**src/rtl/vram_sync_pkg.sv**
```systemverilog
// -----------------------------------------------------------------------------
// vram_sync_pkg
//   Shared types and constants for the VRAM bank synchroniser.
//   - state_e   : copier FSM states (IDLE -> TIL -> PAT -> PAL -> SPR -> DRAIN)
//   - SEL_*     : one-hot RAM selects, bit order {spr,pal,pat,til}
//   - rd_tag_t  : {valid, sel, addr} tag carried alongside a source read
//   - helpers   : state -> one-hot select, and "next RAM to copy" lookup
// -----------------------------------------------------------------------------
package vram_sync_pkg;

    // Width of the address field inside a read tag. The copier's AW must not
    // exceed this; the default AW equals it so no tag bits go to waste.
    localparam int TAG_AW = 12;

    typedef enum logic [2:0] {
        IDLE  = 3'd0,
        TIL   = 3'd1,
        PAT   = 3'd2,
        PAL   = 3'd3,
        SPR   = 3'd4,
        DRAIN = 3'd5
    } state_e;

    localparam logic [3:0] SEL_TIL = 4'b0001;
    localparam logic [3:0] SEL_PAT = 4'b0010;
    localparam logic [3:0] SEL_PAL = 4'b0100;
    localparam logic [3:0] SEL_SPR = 4'b1000;

    typedef struct packed {
        logic              valid;
        logic [3:0]        sel;
        logic [TAG_AW-1:0] addr;
    } rd_tag_t;

    // One-hot RAM select for a copy state; zero for IDLE/DRAIN.
    function automatic logic [3:0] state_sel(input state_e s);
        logic [3:0] sel;
        case (s)
            TIL:     sel = SEL_TIL;
            PAT:     sel = SEL_PAT;
            PAL:     sel = SEL_PAL;
            SPR:     sel = SEL_SPR;
            default: sel = 4'b0000;
        endcase
        return sel;
    endfunction

    // First copy state whose RAM index is >= from_idx and whose mask bit is
    // set; DRAIN when none remain. RAM index 0..3 = til, pat, pal, spr.
    // Because the state encoding TIL..SPR is 1..4, passing the current copy
    // state's encoding as from_idx yields the RAM that follows it.
    function automatic state_e first_copy_state(input logic [2:0] from_idx,
                                                input logic [3:0] mask);
        state_e s;
        if (from_idx == 3'd0 && mask[0]) begin
            s = TIL;
        end else if (from_idx <= 3'd1 && mask[1]) begin
            s = PAT;
        end else if (from_idx <= 3'd2 && mask[2]) begin
            s = PAL;
        end else if (from_idx <= 3'd3 && mask[3]) begin
            s = SPR;
        end else begin
            s = DRAIN;
        end
        return s;
    endfunction

endpackage

```
**src/rtl/vram_sync_delay.sv**
```systemverilog
// -----------------------------------------------------------------------------
// vram_sync_delay
//   RD_LAT-deep shift register of read tags. It tracks each source read so
//   that the matching destination write is issued exactly when the source
//   RAM's q is valid.
//
// Ports:
//   clk   in   system clock
//   rst   in   synchronous active-high reset; flushes every stage
//   din   in   tag for the read issued this cycle
//   dout  out  tag for the read issued RD_LAT cycles ago
// -----------------------------------------------------------------------------
module vram_sync_delay
    import vram_sync_pkg::*;
#(
    parameter int RD_LAT = 2
)
(
    input  logic    clk,
    input  logic    rst,
    input  rd_tag_t din,
    output rd_tag_t dout
);

    for (genvar gi = 0; gi < RD_LAT; gi++) begin : g_stage
        rd_tag_t q_reg;

        if (gi == 0) begin : g_head
            always_ff @(posedge clk) begin
                if (rst) begin
                    q_reg <= '0;
                end else begin
                    q_reg <= din;
                end
            end
        end else begin : g_tail
            always_ff @(posedge clk) begin
                if (rst) begin
                    q_reg <= '0;
                end else begin
                    q_reg <= g_stage[gi-1].q_reg;
                end
            end
        end
    end

    assign dout = g_stage[RD_LAT-1].q_reg;

endmodule

```
**src/rtl/vram_sync_copier.sv**
```systemverilog
// -----------------------------------------------------------------------------
// vram_sync_copier
//   Copies the CPU-facing VRAM bank (tile, pattern, palette, sprite RAMs) into
//   the PPU-facing bank once per vblank. Source reads stream back-to-back
//   through all four RAMs with no bubbles; each read's {sel,addr} travels
//   through an RD_LAT-deep tag pipe so the destination write lines up with
//   the source q.
//
//   Optional build macro: VRAM_SYNC_DIRTY_EN
//     defined   : dirty[3:0] is sampled when start is accepted and RAMs whose
//                 bit is clear are skipped in zero cycles.
//     undefined : dirty is ignored; all four RAMs are always copied.
//
// Ports:
//   clk         in   system clock
//   rst         in   synchronous reset, active high
//   start       in   vblank pulse; requests one full sync (ignored while busy)
//   busy        out  high from the cycle after an accepted start until done
//   done        out  one-cycle pulse alongside the last destination write
//   cpu_lock    out  same as busy; stalls CPU-side VRAM writes
//   src_sel     out  one-hot source RAM select {spr,pal,pat,til}
//   src_addr    out  source port-A read address
//   src_rddata  in   source q, valid RD_LAT cycles after src_addr
//   dst_sel     out  one-hot destination RAM select
//   dst_addr    out  destination port-A write address
//   dst_wrdata  out  destination write data (src_rddata passed through)
//   dst_wren    out  destination write enable
//   dirty       in   per-RAM modified flags (only with VRAM_SYNC_DIRTY_EN)
//
// RD_LAT legal range is 1..4; AW must cover the deepest RAM and must not
// exceed vram_sync_pkg::TAG_AW.
// -----------------------------------------------------------------------------
module vram_sync_copier
    import vram_sync_pkg::*;
#(
    parameter int DW        = 64,
    parameter int AW        = TAG_AW,
    parameter int TIL_DEPTH = 2048,
    parameter int PAT_DEPTH = 4096,
    parameter int PAL_DEPTH = 512,
    parameter int SPR_DEPTH = 256,
    parameter int RD_LAT    = 2
)
(
    input  logic          clk,
    input  logic          rst,
    input  logic          start,
    output logic          busy,
    output logic          done,
    output logic          cpu_lock,
    output logic [3:0]    src_sel,
    output logic [AW-1:0] src_addr,
    input  logic [DW-1:0] src_rddata,
    output logic [3:0]    dst_sel,
    output logic [AW-1:0] dst_addr,
    output logic [DW-1:0] dst_wrdata,
    output logic          dst_wren,
    input  logic [3:0]    dirty
);

    // Last address of each RAM, and the last DRAIN count.
    localparam logic [AW-1:0] TIL_LAST   = AW'(TIL_DEPTH - 1);
    localparam logic [AW-1:0] PAT_LAST   = AW'(PAT_DEPTH - 1);
    localparam logic [AW-1:0] PAL_LAST   = AW'(PAL_DEPTH - 1);
    localparam logic [AW-1:0] SPR_LAST   = AW'(SPR_DEPTH - 1);
    localparam logic [AW-1:0] DRAIN_LAST = AW'(RD_LAT - 1);

    state_e        state_reg, state_next;
    // Address counter in copy states, drain-cycle counter in DRAIN.
    logic [AW-1:0] cnt_reg, cnt_next;
    logic [AW-1:0] last_addr;
    logic          copying;

    // RAM enable masks: start_mask chooses the first RAM at acceptance,
    // run_mask chooses the following ones during the sync.
    logic [3:0]    start_mask;
    logic [3:0]    run_mask;

    rd_tag_t       tag_in;
    rd_tag_t       tag_out;

`ifdef VRAM_SYNC_DIRTY_EN
    // Snapshot of dirty taken when start is accepted; upstream clears its
    // flags on done, so the live input cannot be trusted mid-sync.
    logic [3:0] dirty_reg;

    always_ff @(posedge clk) begin
        if (rst) begin
            dirty_reg <= 4'b0000;
        end else if (state_reg == IDLE && start) begin
            dirty_reg <= dirty;
        end
    end

    assign start_mask = dirty;
    assign run_mask   = dirty_reg;
`else
    logic unused_dirty;

    assign unused_dirty = ^dirty;
    assign start_mask   = 4'b1111;
    assign run_mask     = 4'b1111;
`endif

    // ------------------------------------------------------------------
    // FSM state register
    // ------------------------------------------------------------------
    always_ff @(posedge clk) begin
        if (rst) begin
            state_reg <= IDLE;
            cnt_reg   <= '0;
        end else begin
            state_reg <= state_next;
            cnt_reg   <= cnt_next;
        end
    end

    always_comb begin
        last_addr = '0;
        case (state_reg)
            TIL:     last_addr = TIL_LAST;
            PAT:     last_addr = PAT_LAST;
            PAL:     last_addr = PAL_LAST;
            SPR:     last_addr = SPR_LAST;
            default: last_addr = '0;
        endcase
    end

    assign copying = (state_reg == TIL) || (state_reg == PAT) ||
                     (state_reg == PAL) || (state_reg == SPR);

    // ------------------------------------------------------------------
    // FSM next state
    // ------------------------------------------------------------------
    always_comb begin
        state_next = state_reg;
        cnt_next   = cnt_reg;
        case (state_reg)
            IDLE: begin
                cnt_next = '0;
                if (start) begin
                    state_next = first_copy_state(3'd0, start_mask);
                end
            end
            TIL, PAT, PAL, SPR: begin
                if (cnt_reg == last_addr) begin
                    // Next RAM starts on the very next cycle: no bubble.
                    cnt_next   = '0;
                    state_next = first_copy_state(state_reg, run_mask);
                end else begin
                    cnt_next = cnt_reg + 1'b1;
                end
            end
            DRAIN: begin
                if (cnt_reg == DRAIN_LAST) begin
                    cnt_next   = '0;
                    state_next = IDLE;
                end else begin
                    cnt_next = cnt_reg + 1'b1;
                end
            end
            default: begin
                cnt_next   = '0;
                state_next = IDLE;
            end
        endcase
    end

    // ------------------------------------------------------------------
    // Source side and status
    // ------------------------------------------------------------------
    assign src_sel  = state_sel(state_reg);
    assign src_addr = copying ? cnt_reg : '0;
    assign busy     = (state_reg != IDLE);
    assign cpu_lock = busy;
    // The last write leaves the tag pipe in the final DRAIN cycle.
    assign done     = (state_reg == DRAIN) && (cnt_reg == DRAIN_LAST);

    // ------------------------------------------------------------------
    // Read tag pipeline and destination side
    // ------------------------------------------------------------------
    always_comb begin
        tag_in       = '0;
        tag_in.valid = copying;
        tag_in.sel   = src_sel;
        tag_in.addr  = TAG_AW'(src_addr);
    end

    vram_sync_delay #(
        .RD_LAT (RD_LAT)
    ) u_delay (
        .clk  (clk),
        .rst  (rst),
        .din  (tag_in),
        .dout (tag_out)
    );

    // Invalid tags carry zero sel/addr, so only the data needs gating.
    assign dst_wren   = tag_out.valid;
    assign dst_sel    = tag_out.sel;
    assign dst_addr   = AW'(tag_out.addr);
    assign dst_wrdata = tag_out.valid ? src_rddata : '0;

endmodule

```
**config.mk**
```make
export PLATFORM = sky130hd
export DESIGN_NAME = vram_sync_copier
export DESIGN_NICKNAME = d
export VERILOG_FILES = /design/src/rtl/vram_sync_pkg.sv /design/src/rtl/vram_sync_delay.sv /design/src/rtl/vram_sync_copier.sv
export SDC_FILE = /design/constraint.sdc
export NUM_CORES = 1
export LEC_CHECK = 0
export BUFFER_PORTS_ARGS = -buffer_cell sky130_fd_sc_hd__clkbuf_2
export CORE_AREA = 10 10 85 87
export CTS_CLUSTER_DIAMETER = 60
export DETAILED_ROUTE_END_ITERATION = 8
export DIE_AREA = 0 0 95 97
export HOLD_SLACK_MARGIN = 0.12
export PLACE_DENSITY = 0.8
export SYNTH_ARGS = -nofsm -noshare
export SYNTH_HDL_FRONTEND = slang
export SYNTH_SLANG_ARGS = --single-unit
```
**constraint.sdc**
```tcl
create_clock -name clk -period 4.45 [get_ports clk]
set_clock_uncertainty 0.15 [all_clocks]
set_input_delay 0.445 -clock clk [delete_from_list [all_inputs] [get_ports clk]]
set_output_delay 0.445 -clock clk [all_outputs]
set_load 0.02 [all_outputs]
```
[Yosys cells after proc, flatten, opt, wreduce, memory -nomap -nowiden]
Index checks and enable logic that the tools add are counted.
Word-level totals
  register bits: 49
  input bits: 71
  logic and storage cells: 44
Cells by class
  add/sub/neg operators: 1
  $lt $le $gt $ge: 3
  eq/ne operators: 10
  muxes and demuxes: 14
  reduce and logical (&&, ||, !) cells: 8
Operator list (count)
  two-way mux 64 bit: 1
  one-hot mux 12 bit (4 select lines): 1
  two-way mux 12 bit: 3
  one-hot mux 12 bit (2 select lines): 1
  one-hot mux 4 bit (4 select lines): 1
  two-way mux 3 bit: 5
  adder 12 x 1 -> 12 bit, second input constant: 1
  equality test 12 x 1 -> 1 bit, second input constant: 1
  equality test 12 bit: 1
  one-hot mux 3 bit (3 select lines): 1
  equality test 3 x 2 -> 1 bit, second input constant: 2
  equality test 3 bit, second input constant: 2
  <= comparator 3 x 2 -> 1 bit, second input constant: 2
  != test 2 bit, second input constant: 3
  OR reduction 4 bit: 1
  equality test 3 x 1 -> 1 bit, second input constant: 1
  <= comparator 3 x 1 -> 1 bit, second input constant: 1
  logical NOT 3 bit: 1
  logical OR 1 bit: 3
  AND reduction 3 bit: 1
  nonzero test 3 bit: 1
  logical AND 1 bit: 1
  two-way mux 1 bit: 1

[Logic depth before layout (Yosys ltp)]
Gate-level depths: netlist of run 1.
  word-level depth: 6
  gate-level depth with buffers: 8

[Hierarchy]
Synthesis of run 1 repeated with hierarchy kept, for this count alone.
Unflattened totals
  cells, all modules: 261
  area, all modules: 2332.2 um^2
Modules (own cells, without submodules)
  vram_sync_copier: instances 1, cells each 190, area each 1395.1 um^2, sequential area each 300.3 um^2
  vram_sync_delay: instances 1, cells each 71, area each 937.1 um^2, sequential area each 680.7 um^2

[Worst setup path before layout of run 1]
No wires, ideal clock.
  path type: register to register
  start point: register cnt_reg[9]
  end point: register state_reg[1]
  setup time: 0.121 ns
  arrival time: 1.960 ns
  setup slack: 2.219 ns
  cell stages (with the launch flop): 7
  buffers on the path: 1
  clock period less this slack: 2.231 ns
  path through: dfxtp_1 buf_6 or2_0 and3_1 a311o_1 or4_4 mux2_4
On the way
  word-level cells in the longest chain between the ends: 3
  elaborated cells on any way between the ends: 5
  those cells by class: eq/ne (4); reduce/logical (1)
RTL lines
  start, declared: RTL line vram_sync_copier.sv:70  | logic [AW-1:0] cnt_reg, cnt_next;
  start signal, assigned: RTL line vram_sync_copier.sv:114  | cnt_reg <= cnt_next;
  equality test 12 x 1 -> 1 bit or equality test 12 bit (tied branches): RTL line vram_sync_copier.sv:155, vram_sync_copier.sv:146
  != test 2 bit (no source line)
  AND reduction 3 bit (no source line) (*)
  end signal, assigned: RTL line vram_sync_copier.sv:113  | state_reg <= state_next;
  end, declared: RTL line vram_sync_copier.sv:68  | state_e state_reg, state_next;
Every way passes the cells marked *; elsewhere a longest branch is shown, timed or not.
A chain may end at the register's enable or synchronous reset.

[Worst setup path in the final report of run 1]
  start point: register state_reg[1]
  end point: output port src_addr[9]
On the way
  word-level cells in the longest chain between the ends: 5
  elaborated cells on any way between the ends: 8
  those cells by class: eq/ne (4); mux (1); reduce/logical (3)
RTL lines
  equality test 3 x 1 -> 1 bit or equality test 3 x 2 -> 1 bit (tied branches): RTL line vram_sync_copier.sv:129  | assign copying = (state_reg == TIL) || (state_reg == PAT) ||
  logical OR 1 bit (2 in a row): RTL line vram_sync_copier.sv:129
  logical OR 1 bit (*): RTL line vram_sync_copier.sv:130  | (state_reg == PAL) || (state_reg == SPR);
  two-way mux 12 bit (*): RTL line vram_sync_copier.sv:173  | assign src_addr = copying ? cnt_reg : '0;
  end, declared: RTL line vram_sync_copier.sv:52  | output logic [AW-1:0] src_addr,
Marked as above.

==> results.sh, run 1 <==
export IMPL_clk_pin_slew_ns=0.09
export IMPL_area_delta_synth_final_pct=40.4
export IMPL_first_pass_iters=7
export IMPL_cp_num_buf_inv=1
export IMPL_synth_fp_nets=339
export IMPL_routed_via_density=4.48
export IMPL_ios=171
export IMPL_period_needed_ns=2.72
export IMPL_critPathMaxFanout=14
export IMPL_drive_gt1_frac=0.435
export IMPL_gp_routability_congestion=0.998
export IMPL_die_x_um=95
export IMPL_cts_repair_resized=0
export IMPL_cp_depth=4
export IMPL_ant_nets=0
export IMPL_ir_worst_vdd_mv=0.213
export IMPL_final_cell_area_sq_um=3250
export IMPL_whs_ns=0.292
export IMPL_wire_per_inst_um=16.0
export IMPL_ys_types=37
export IMPL_clk_root_buffer_cell="clkbuf_8"
export IMPL_cts_buffer_depth=2
export IMPL_syn_area_per_cell_sq_um=8.69
export IMPL_placed_cell_area_sq_um=3160
export IMPL_fill_cells=514
export IMPL_synth_top_cell_area_share=0.424
export IMPL_critical_path_class="flop to output pin"
export IMPL_p_per_area_nw_per_um2=380
export IMPL_ys_seq_area_frac=0.424
export IMPL_core_rowCount=27
export IMPL_critPathTopFamily="XOR/XNOR gates"
export IMPL_rsz0062_at_grt="no"
export IMPL_post_cts_setup_buffer_count=0
export IMPL_ys_ff_latch=49
export IMPL_cts_tree="built"
export IMPL_htree_num_levels=2
export IMPL_wirelength_mm=7.89
export IMPL_drv_slew=0
export IMPL_die_area_sq_um=9220
export IMPL_coreArea_sq_um=5470
export IMPL_async_flop_share=0
export IMPL_worst_pin_slew_ns=0.836
export IMPL_insertion_delay_ns=0.30
export IMPL_start_util=0.422
export IMPL_synth_top_area_cell="dfxtp_1"
export IMPL_vias=2207
export IMPL_cts_sinks=49
export IMPL_leakagePower_nw=1.67
export IMPL_hold_depth=1
export IMPL_drv_cap=0
export IMPL_synth_area_leaders="dfxtp_1 (42%), and2_1 (24%), nor2b_1 (6.8%)"
export IMPL_chipHeight_um=97
export IMPL_final_util=0.593
export IMPL_outcome="completed"
export IMPL_hold_class="flop to flop"
export IMPL_grt_start_max_net_pins=39
export IMPL_cp_start_kind="flop"
export IMPL_slowest_delay_ns=0.68
export IMPL_synthFlopType="dfxtp_1"
export IMPL_portBuffers=166
export IMPL_yosysWarnings=0
export IMPL_num_antenna_cells=0
export IMPL_antenna_found_initial=0
export IMPL_synth_cells=266
export IMPL_setup_tns_ns=0
export IMPL_drt_iter0_markers=69
export IMPL_final_hold_violation_count=0
export IMPL_layout_nets=493
export IMPL_synth_edff_count=0
export IMPL_grt_pass1_vias=2057
export IMPL_crit_path_cell_trace="nor2_1, xnor2_1, and2_2, clkbuf_2"
export IMPL_grt_pass1_wl_mm=11.7
export IMPL_grt_overflow_total=0
export IMPL_r2r_cells=5
export IMPL_relSlewSlack=0.439
export IMPL_setup_viol=0
export IMPL_cp_arrival_ns=2.12
export IMPL_cp_slowest_cell="xnor2_1"
export IMPL_cts_hold_buf=0
export IMPL_hpwl_mm=6.69
export IMPL_fmax_ghz=0.368
export IMPL_grt_usage=0.161
export IMPL_critPathRequiredTime_ns=3.86
export IMPL_endpoint_kind="output pin"
export IMPL_syn_cell_area_sq_um=2310
export IMPL_finalCritPeriodShare=0.610
export IMPL_post_route_drc_count=0
export IMPL_cts_buffers=5
==> per-layer routing <==
metal  vias to the layer above  routed length, um  global-route usage
li1                       1137                  -                   -
met1                       962               2800               0.161
met2                        97               4030               0.291
met3                        11                921              0.0655
met4                         0                138              0.0481
met5                         -                  0                   0
==> logic make-up after synthesis <==
logic type                 after synthesis  share of synthesized area
AOI/OAI and AO/OA                       11                     0.0325
xor gates and xnor gates                11                     0.0417
adders and majority gates                2                     0.0108
buffers and inverters                   23                     0.0433
DFF                                     49                      0.424
muxes                                    2                     0.0130
and+or+nand+nor                        168                      0.435
==> placed cells by master, fill, tap and decap left out, types with 3 or more instances in the layout <==
cell	instances
nand3_1	4
and2_1	88
clkbuf_8	5
xnor2_1	7
a21oi_1	3
nor3_1	4
nor2b_1	25
dfxtp_1	49
clkbuf_2	166
xor2_1	4
nand2_1	3
nand2b_1	4
nor2_1	21
nor3b_1	3
==> path summary, 6_finish.rpt <==
path                           startpoint                to  slack [ns]
min          u_delay.g_stage[0].q_reg[14]  u_delay.dout[14]        0.29
max reg2reg                  state_reg[1]      state_reg[1]        2.01
max                          state_reg[1]       src_addr[9]        1.73
min reg2reg  u_delay.g_stage[0].q_reg[14]  u_delay.dout[14]        0.29
==> synthesized netlist by cell type, types with 3 or more instances <==
cell type / instances
nand2b_1: 4
clkbuf_1: 17
nor3b_1: 3
nor2b_1: 25
nand3_1: 4
nor3_1: 4
and2_1: 88
nor2_1: 21
xor2_1: 4
a21oi_1: 3
nand2_1: 3
dfxtp_1: 49
xnor2_1: 7
==> cell type report <==
| type | count | area [sq um] | share of cell area |
|---|---|---|---|
| clock buffers | 5 | 68.8 | 0.0212 |
| clock inverters | 3 | 21.3 | 0.00655 |
| inverters | 2 | 7.51 | 0.00231 |
| multi-input cells | 194 | 1230 | 0.379 |
| flip-flops and latches | 49 | 981 | 0.302 |
| well taps | 72 | 90.1 | 0.0278 |
| repair buffers | 168 | 846 | 0.261 |
==> power breakdown <==
group	internal [mW]	switching, mW	total (mW)
logic	0.193	0.278	0.471
registers	0.461	0.0455	0.507
clock network	0.112	0.144	0.255
total	0.766	0.468	1.23
==> stage by stage <==
stage | total power [mW] | setup WS [ns] | std cells
finish | 1.23 | 1.73 | 493
global route | 1.32 | 1.46 | 493
CTS | 1.25 | 1.71 | 493
detailed placement | 0.994 | 2.02 | 485
global placement | 0.983 | 2.11 | 485
floorplan | 0.850 | 2.22 | 266
Power figures use the tool's default switching activity.
==> run 2, diff against run 1 <==
- CORE_AREA: 10 10 85 87 -> 10 10 88 90
- DIE_AREA: 0 0 95 97 -> 0 0 98 100
- PLACE_DENSITY: 0.8 -> 0.75
- clock period: 4.45 -> 2.8 ns (I/O delays scaled with it)
==> run 2 against run 1 <==
Against the previous run:
- routed wire length fell by 2.5%
- clock power up 47%
- cell count grew 0.81%
- critical path type unchanged
==> results.sh, run 2 (synthesis gave the netlist of run 1 again) <==
export IMPL_vias=2231
export IMPL_cp_start_kind="flop"
export IMPL_area_delta_synth_final_pct=40.3
export IMPL_slowest_delay_ns=0.65
export IMPL_relSlewSlack=0.466
export IMPL_hold_class="flop to flop"
export IMPL_leakagePower_nw=1.67
export IMPL_cts_buffers=5
export IMPL_fmax_ghz=0.398
export IMPL_rsz0062_at_grt="no"
export IMPL_clk_root_buffer_cell="clkbuf_8"
export IMPL_drv_slew=0
export IMPL_final_cell_mix="clkbuf_2 (166), and2_1 (88), dfxtp_1 (49)"
export IMPL_p_per_area_nw_per_um2=599
export IMPL_portBuffers=166
export IMPL_post_route_drc_count=0
export IMPL_cts_hold_buf=0
export IMPL_post_cts_setup_buffer_count=0
export IMPL_endpoint_kind="output pin"
export IMPL_cp_num_buf_inv=1
export IMPL_htree_num_levels=2
export IMPL_drv_cap=0
export IMPL_core_rowCount=29
export IMPL_critPathMaxFanout=15
export IMPL_cts_tree="built"
export IMPL_drt_iter0_markers=35
export IMPL_period_needed_ns=2.51
export IMPL_use_met1=0.152
export IMPL_drive_gt1_frac=0.433
export IMPL_grt_overflow_total=0
export IMPL_die_x_um=98
export IMPL_gr_usage_met2=0.255
export IMPL_finalCritPeriodShare=0.898
export IMPL_clk_pin_slew_ns=0.08
export IMPL_start_util=0.377
export IMPL_ant_nets=0
export IMPL_critPathTopFamily="XOR/XNOR gates"
export IMPL_antenna_found_initial=0
export IMPL_setup_tns_ns=0
export IMPL_top_usage_layer="met2"
export IMPL_hpwl_mm=6.50
export IMPL_crit_path_cell_trace="nor2_1, xnor2_1, and2_2, clkbuf_2"
export IMPL_insertion_delay_ns=0.30
export IMPL_clock_power_share=0.194
export IMPL_cp_arrival_ns=2.08
export IMPL_cts_buffer_depth=2
export IMPL_chipHeight_um=100
export IMPL_setup_viol=0
export IMPL_critPathRequiredTime_ns=2.37
export IMPL_grtUsageMet3=0.0515
export IMPL_final_hold_violation_count=0
export IMPL_power_frac_comb=0.400
export IMPL_layout_nets=494
export IMPL_cts_repair_resized=0
export IMPL_grt_pass1_vias=2124
export IMPL_cts_sinks=49
export IMPL_first_pass_iters=4
export IMPL_p_sw_uw=731
export IMPL_final_util=0.529
export IMPL_final_common_cell="clkbuf_2"
export IMPL_outcome="completed"
export IMPL_cp_slowest_cell="xnor2_1"
export IMPL_num_antenna_cells=0
export IMPL_critical_path_class="flop to output pin"
export IMPL_worst_pin_slew_ns=0.795
export IMPL_gp_routability_congestion=0.909
export IMPL_seqPwrFrac=0.407
export IMPL_grt_pass1_wl_mm=11.4
export IMPL_grt_usage=0.144
export IMPL_ios=171
export IMPL_grt_start_max_net_pins=66
export IMPL_wirelength_mm=7.70
export IMPL_routed_via_density=4.49
export IMPL_wire_per_inst_um=15.5
export IMPL_die_area_sq_um=9800
export IMPL_ir_worst_vdd_mv=0.423
export IMPL_sw_frac_of_total=0.376
export IMPL_intPower_mw=1.21
export IMPL_coreArea_sq_um=6130
-- run 2: stage by stage --
stage | total power [mW] | instances | setup slack (ns) | area, sq um | hold slack, ns
2_1_floorplan | 1.35 | 266 | 0.569 | 2310 | 0.264
3_3_place_gp | 1.57 | 491 | 0.485 | 3170 | 0.270
3_5_place_dp | 1.59 | 491 | 0.419 | 3170 | 0.270
4_1_cts | 1.96 | 497 | 0.271 | 3240 | 0.290
5_1_grt | 2.06 | 497 | 0.0873 | 3240 | 0.304
6_report | 1.94 | 497 | 0.285 | 3240 | 0.289
-- run 2: path summary, 6_finish.rpt --
check,from,to,slack (ns),cells past startpoint
min reg2reg,u_delay.g_stage[0].q_reg[3],u_delay.dout[3],0.29,1
max,state_reg[0],src_addr[9],0.29,4
max reg2reg,state_reg[0],state_reg[1],0.40,5
min,u_delay.g_stage[0].q_reg[3],u_delay.dout[3],0.29,1
-- run 2: layout make-up --
cell class / count / area (sq um)
fill: 586 / 2890
multi-input combinational: 194 / 1230
sequential: 49 / 981
timing repair buffer: 169 / 853
tap: 77 / 96.3
clock buffer: 5 / 68.8
inverter: 2 / 7.51
clock inverter: 1 / 5.00
-- run 2: worst register-to-register path: cells and delay by family, from the launching register on --
kind	cells	cell delay, ns
AOI/OAI and AO/OA	1	0.24
DFF	1	0.59
muxes	1	0.31
xor gates and xnor gates	1	0.32
and+or+nand+nor	2	0.69
-- run 2: power by group through the flow --
| stage | registers (mW) | logic [mW] | clock network [mW] |
|---|---|---|---|
| after floorplan | 0.777 | 0.574 | 0 |
| after global placement | 0.801 | 0.767 | 0 |
| after detailed placement | 0.805 | 0.784 | 0 |
| after CTS | 0.789 | 0.785 | 0.390 |
| after global routing | 0.799 | 0.846 | 0.417 |
| final | 0.790 | 0.777 | 0.376 |
-- run 2: per-layer routing --
layer,share of wire,vias to the layer above
li1,-,1138
met1,0.40,981
met2,0.50,101
met3,0.082,11
met4,0.019,0
met5,0,-
==> run 3, diff against run 2 <==
==> constraint.sdc (replaced) <==
create_clock -name clk -period 2.8 [get_ports clk]
set_clock_uncertainty 0.15 [all_clocks]
set_input_delay 0.56 -clock clk [delete_from_list [all_inputs] [get_ports clk]]
set_output_delay 0.56 -clock clk [all_outputs]
set_load 0.02 [all_outputs]
==> run 3 against run 2 <==
Against the previous run:
- routed wire length fell by 1.1%
- utilization rose by 0.82 points
- first-iteration DRC count fell by 11%
- critical path depth did not move
- cell area rose by 1.5%
- power rose by 7.0%
- cell count rose by 0.40%
- non-clock buffer count did not move
- via count fell by 0.94%
- sequential share of layout area fell by 0.46 points
- largest power group unchanged
==> results.sh, run 3 (synthesis gave the netlist of run 1 again) <==
export IMPL_outcome="completed"
export IMPL_cts_tree="built"
export IMPL_wl_met1_mm=3.01
export IMPL_insertion_delay_ns=0.29
export IMPL_post_cts_setup_buffer_count=0
export IMPL_portBuffers=166
export IMPL_htree_num_levels=2
export IMPL_cts_hold_buf=0
export IMPL_hold_class="flop to flop"
export IMPL_die_x_um=98
export IMPL_fill_cells=570
export IMPL_reg2reg_to="state_reg[1]"
export IMPL_setup_viol=0
export IMPL_finalCritPeriodShare=0.931
export IMPL_final_common_cell="clkbuf_2"
export IMPL_routed_via_density=4.43
export IMPL_intPower_mw=1.34
export IMPL_cts_sinks=49
export IMPL_crit_reg2reg_launch="state_reg[1]"
export IMPL_final_hold_violation_count=0
export IMPL_drv_cap=0
export IMPL_fmax_ghz=0.383
export IMPL_worst_pin_slew_ns=0.568
export IMPL_coreArea_sq_um=6130
export IMPL_whs_ns=0.288
export IMPL_highest_layer="met4"
export IMPL_die_area_sq_um=9800
export IMPL_wire_per_inst_um=15.2
export IMPL_gp_routability_congestion=0.909
export IMPL_area_delta_synth_final_pct=42.4
export IMPL_ir_worst_vdd_mv=0.386
export IMPL_drive_gt1_frac=0.436
export IMPL_grt_usage=0.140
export IMPL_hpwl_mm=6.45
export IMPL_dr_wl_met3_um=735
export IMPL_grt_pass1_wl_mm=11.2
export IMPL_final_util=0.537
export IMPL_seqPwrFrac=0.381
export IMPL_post_route_drc_count=0
export IMPL_final_cell_mix="clkbuf_2 (166), and2_1 (88), dfxtp_1 (49)"
export IMPL_p_per_area_nw_per_um2=631
export IMPL_cp_start_kind="flop"
export IMPL_wirelength_mm=7.61
export IMPL_num_antenna_cells=0
export IMPL_cp_arrival_ns=1.90
export IMPL_core_rowCount=29
export IMPL_endpoint_kind="output pin"
export IMPL_crit_start="state_reg[1]"
export IMPL_grt_start_max_net_pins=66
export IMPL_r2r_slack_ns=0.34
export IMPL_p_sw_uw=735
export IMPL_grt_overflow_total=0
export IMPL_antenna_found_initial=0
export IMPL_vias=2210
export IMPL_cts_buffers=5
export IMPL_period_needed_ns=2.61
export IMPL_power_frac_comb=0.377
export IMPL_clk_root_buffer_cell="clkbuf_8"
export IMPL_sw_frac_of_total=0.353
export IMPL_leakagePower_nw=1.70
export IMPL_clock_power_share=0.242
export IMPL_rsz0062_at_grt="no"
export IMPL_critPathMaxFanout=14
export IMPL_first_pass_iters=4
export IMPL_setup_tns_ns=0
export IMPL_ios=171
export IMPL_layout_nets=494
export IMPL_critPathRequiredTime_ns=2.09
export IMPL_cts_buffer_depth=2
export IMPL_dr_wl_met2_mm=3.79
export IMPL_start_util=0.377
export IMPL_critPathCapture="src_addr[9]"
export IMPL_clk_pin_slew_ns=0.08
export IMPL_power_total_mw=2.08
export IMPL_relSlewSlack=0.621
export IMPL_grt_pass1_vias=2145
export IMPL_chipHeight_um=100
export IMPL_drv_slew=0
export IMPL_drt_iter0_markers=31
export IMPL_r2r_cells=5
export IMPL_critical_path_class="flop to output pin"
export IMPL_ant_nets=0
run 3: cell types whose count changed in the layout (fill, tap and decap cells not counted), sizes merged:
cell / change
clkbuf: +2
bufinv: +1
clkinv: -1
run 3: how the worst min path moves through the flow:
| stage | from | slack (ns) | end | depth (start not counted) |
|---|---|---|---|---|
| 6_report | u_delay.g_stage[0].q_reg[16] | 0.29 | u_delay.dout[16] | 1 |
| 5_1_grt | u_delay.g_stage[0].q_reg[16] | 0.30 | u_delay.dout[16] | 1 |
| 4_1_cts | u_delay.g_stage[0].q_reg[16] | 0.29 | u_delay.dout[16] | 1 |
| 3_5_place_dp | u_delay.g_stage[0].q_reg[16] | 0.27 | u_delay.dout[16] | 1 |
| 3_3_place_gp | u_delay.g_stage[0].q_reg[15] | 0.27 | u_delay.dout[15] | 1 |
| 2_1_floorplan | u_delay.g_stage[0].q_reg[0] | 0.26 | u_delay.dout[0] | 1 |
run 3: repair_timing:
action                                 4_1_cts  5_1_grt
setup endpoints to repair                    2        0
endpoints found under the hold margin        0        0
resized for setup                            1        0
run 3: critical path: stages, from the launching register on:
cell	delay, ns
dfxtp_1	0.60
nor2_1	0.17
xnor2_2	0.43
and2_2	0.24
clkbuf_2	0.16
run 3: power groups by stage:
stage          sequential [mW]  combinational (mW)  clock (mW)
6_report                 0.792               0.784       0.503
5_1_grt                  0.800               0.861       0.544
3_5_place_dp             0.807               0.781           0
4_1_cts                  0.791               0.794       0.517
3_3_place_gp             0.803               0.762           0
2_1_floorplan            0.777               0.574           0
run 3: metrics by stage:
step / setup WS, ns / area, sq um / instances
4_1_cts: 0.221 / 3290 / 499
3_5_place_dp: 0.312 / 3170 / 491
3_3_place_gp: 0.435 / 3170 / 491
2_1_floorplan: 0.569 / 2310 / 266
6_report: 0.192 / 3290 / 499
5_1_grt: 0.0640 / 3290 / 499
run 3: metal layers:
layer  global-route usage  vias up
li1                     -     1143
met2                0.245      102
met5                    0        -
met1                0.153      959
met4               0.0358        0
met3               0.0577        6
run 3: cell type report:
type,count,area [sq um],area share
clock buffer,7,86.3,0.0262
clock inverter,1,30.0,0.00912
inverter,2,7.51,0.00228
multi-input combinational,194,1240,0.376
sequential,49,981,0.298
tap,77,96.3,0.0293
timing repair buffer,169,853,0.259
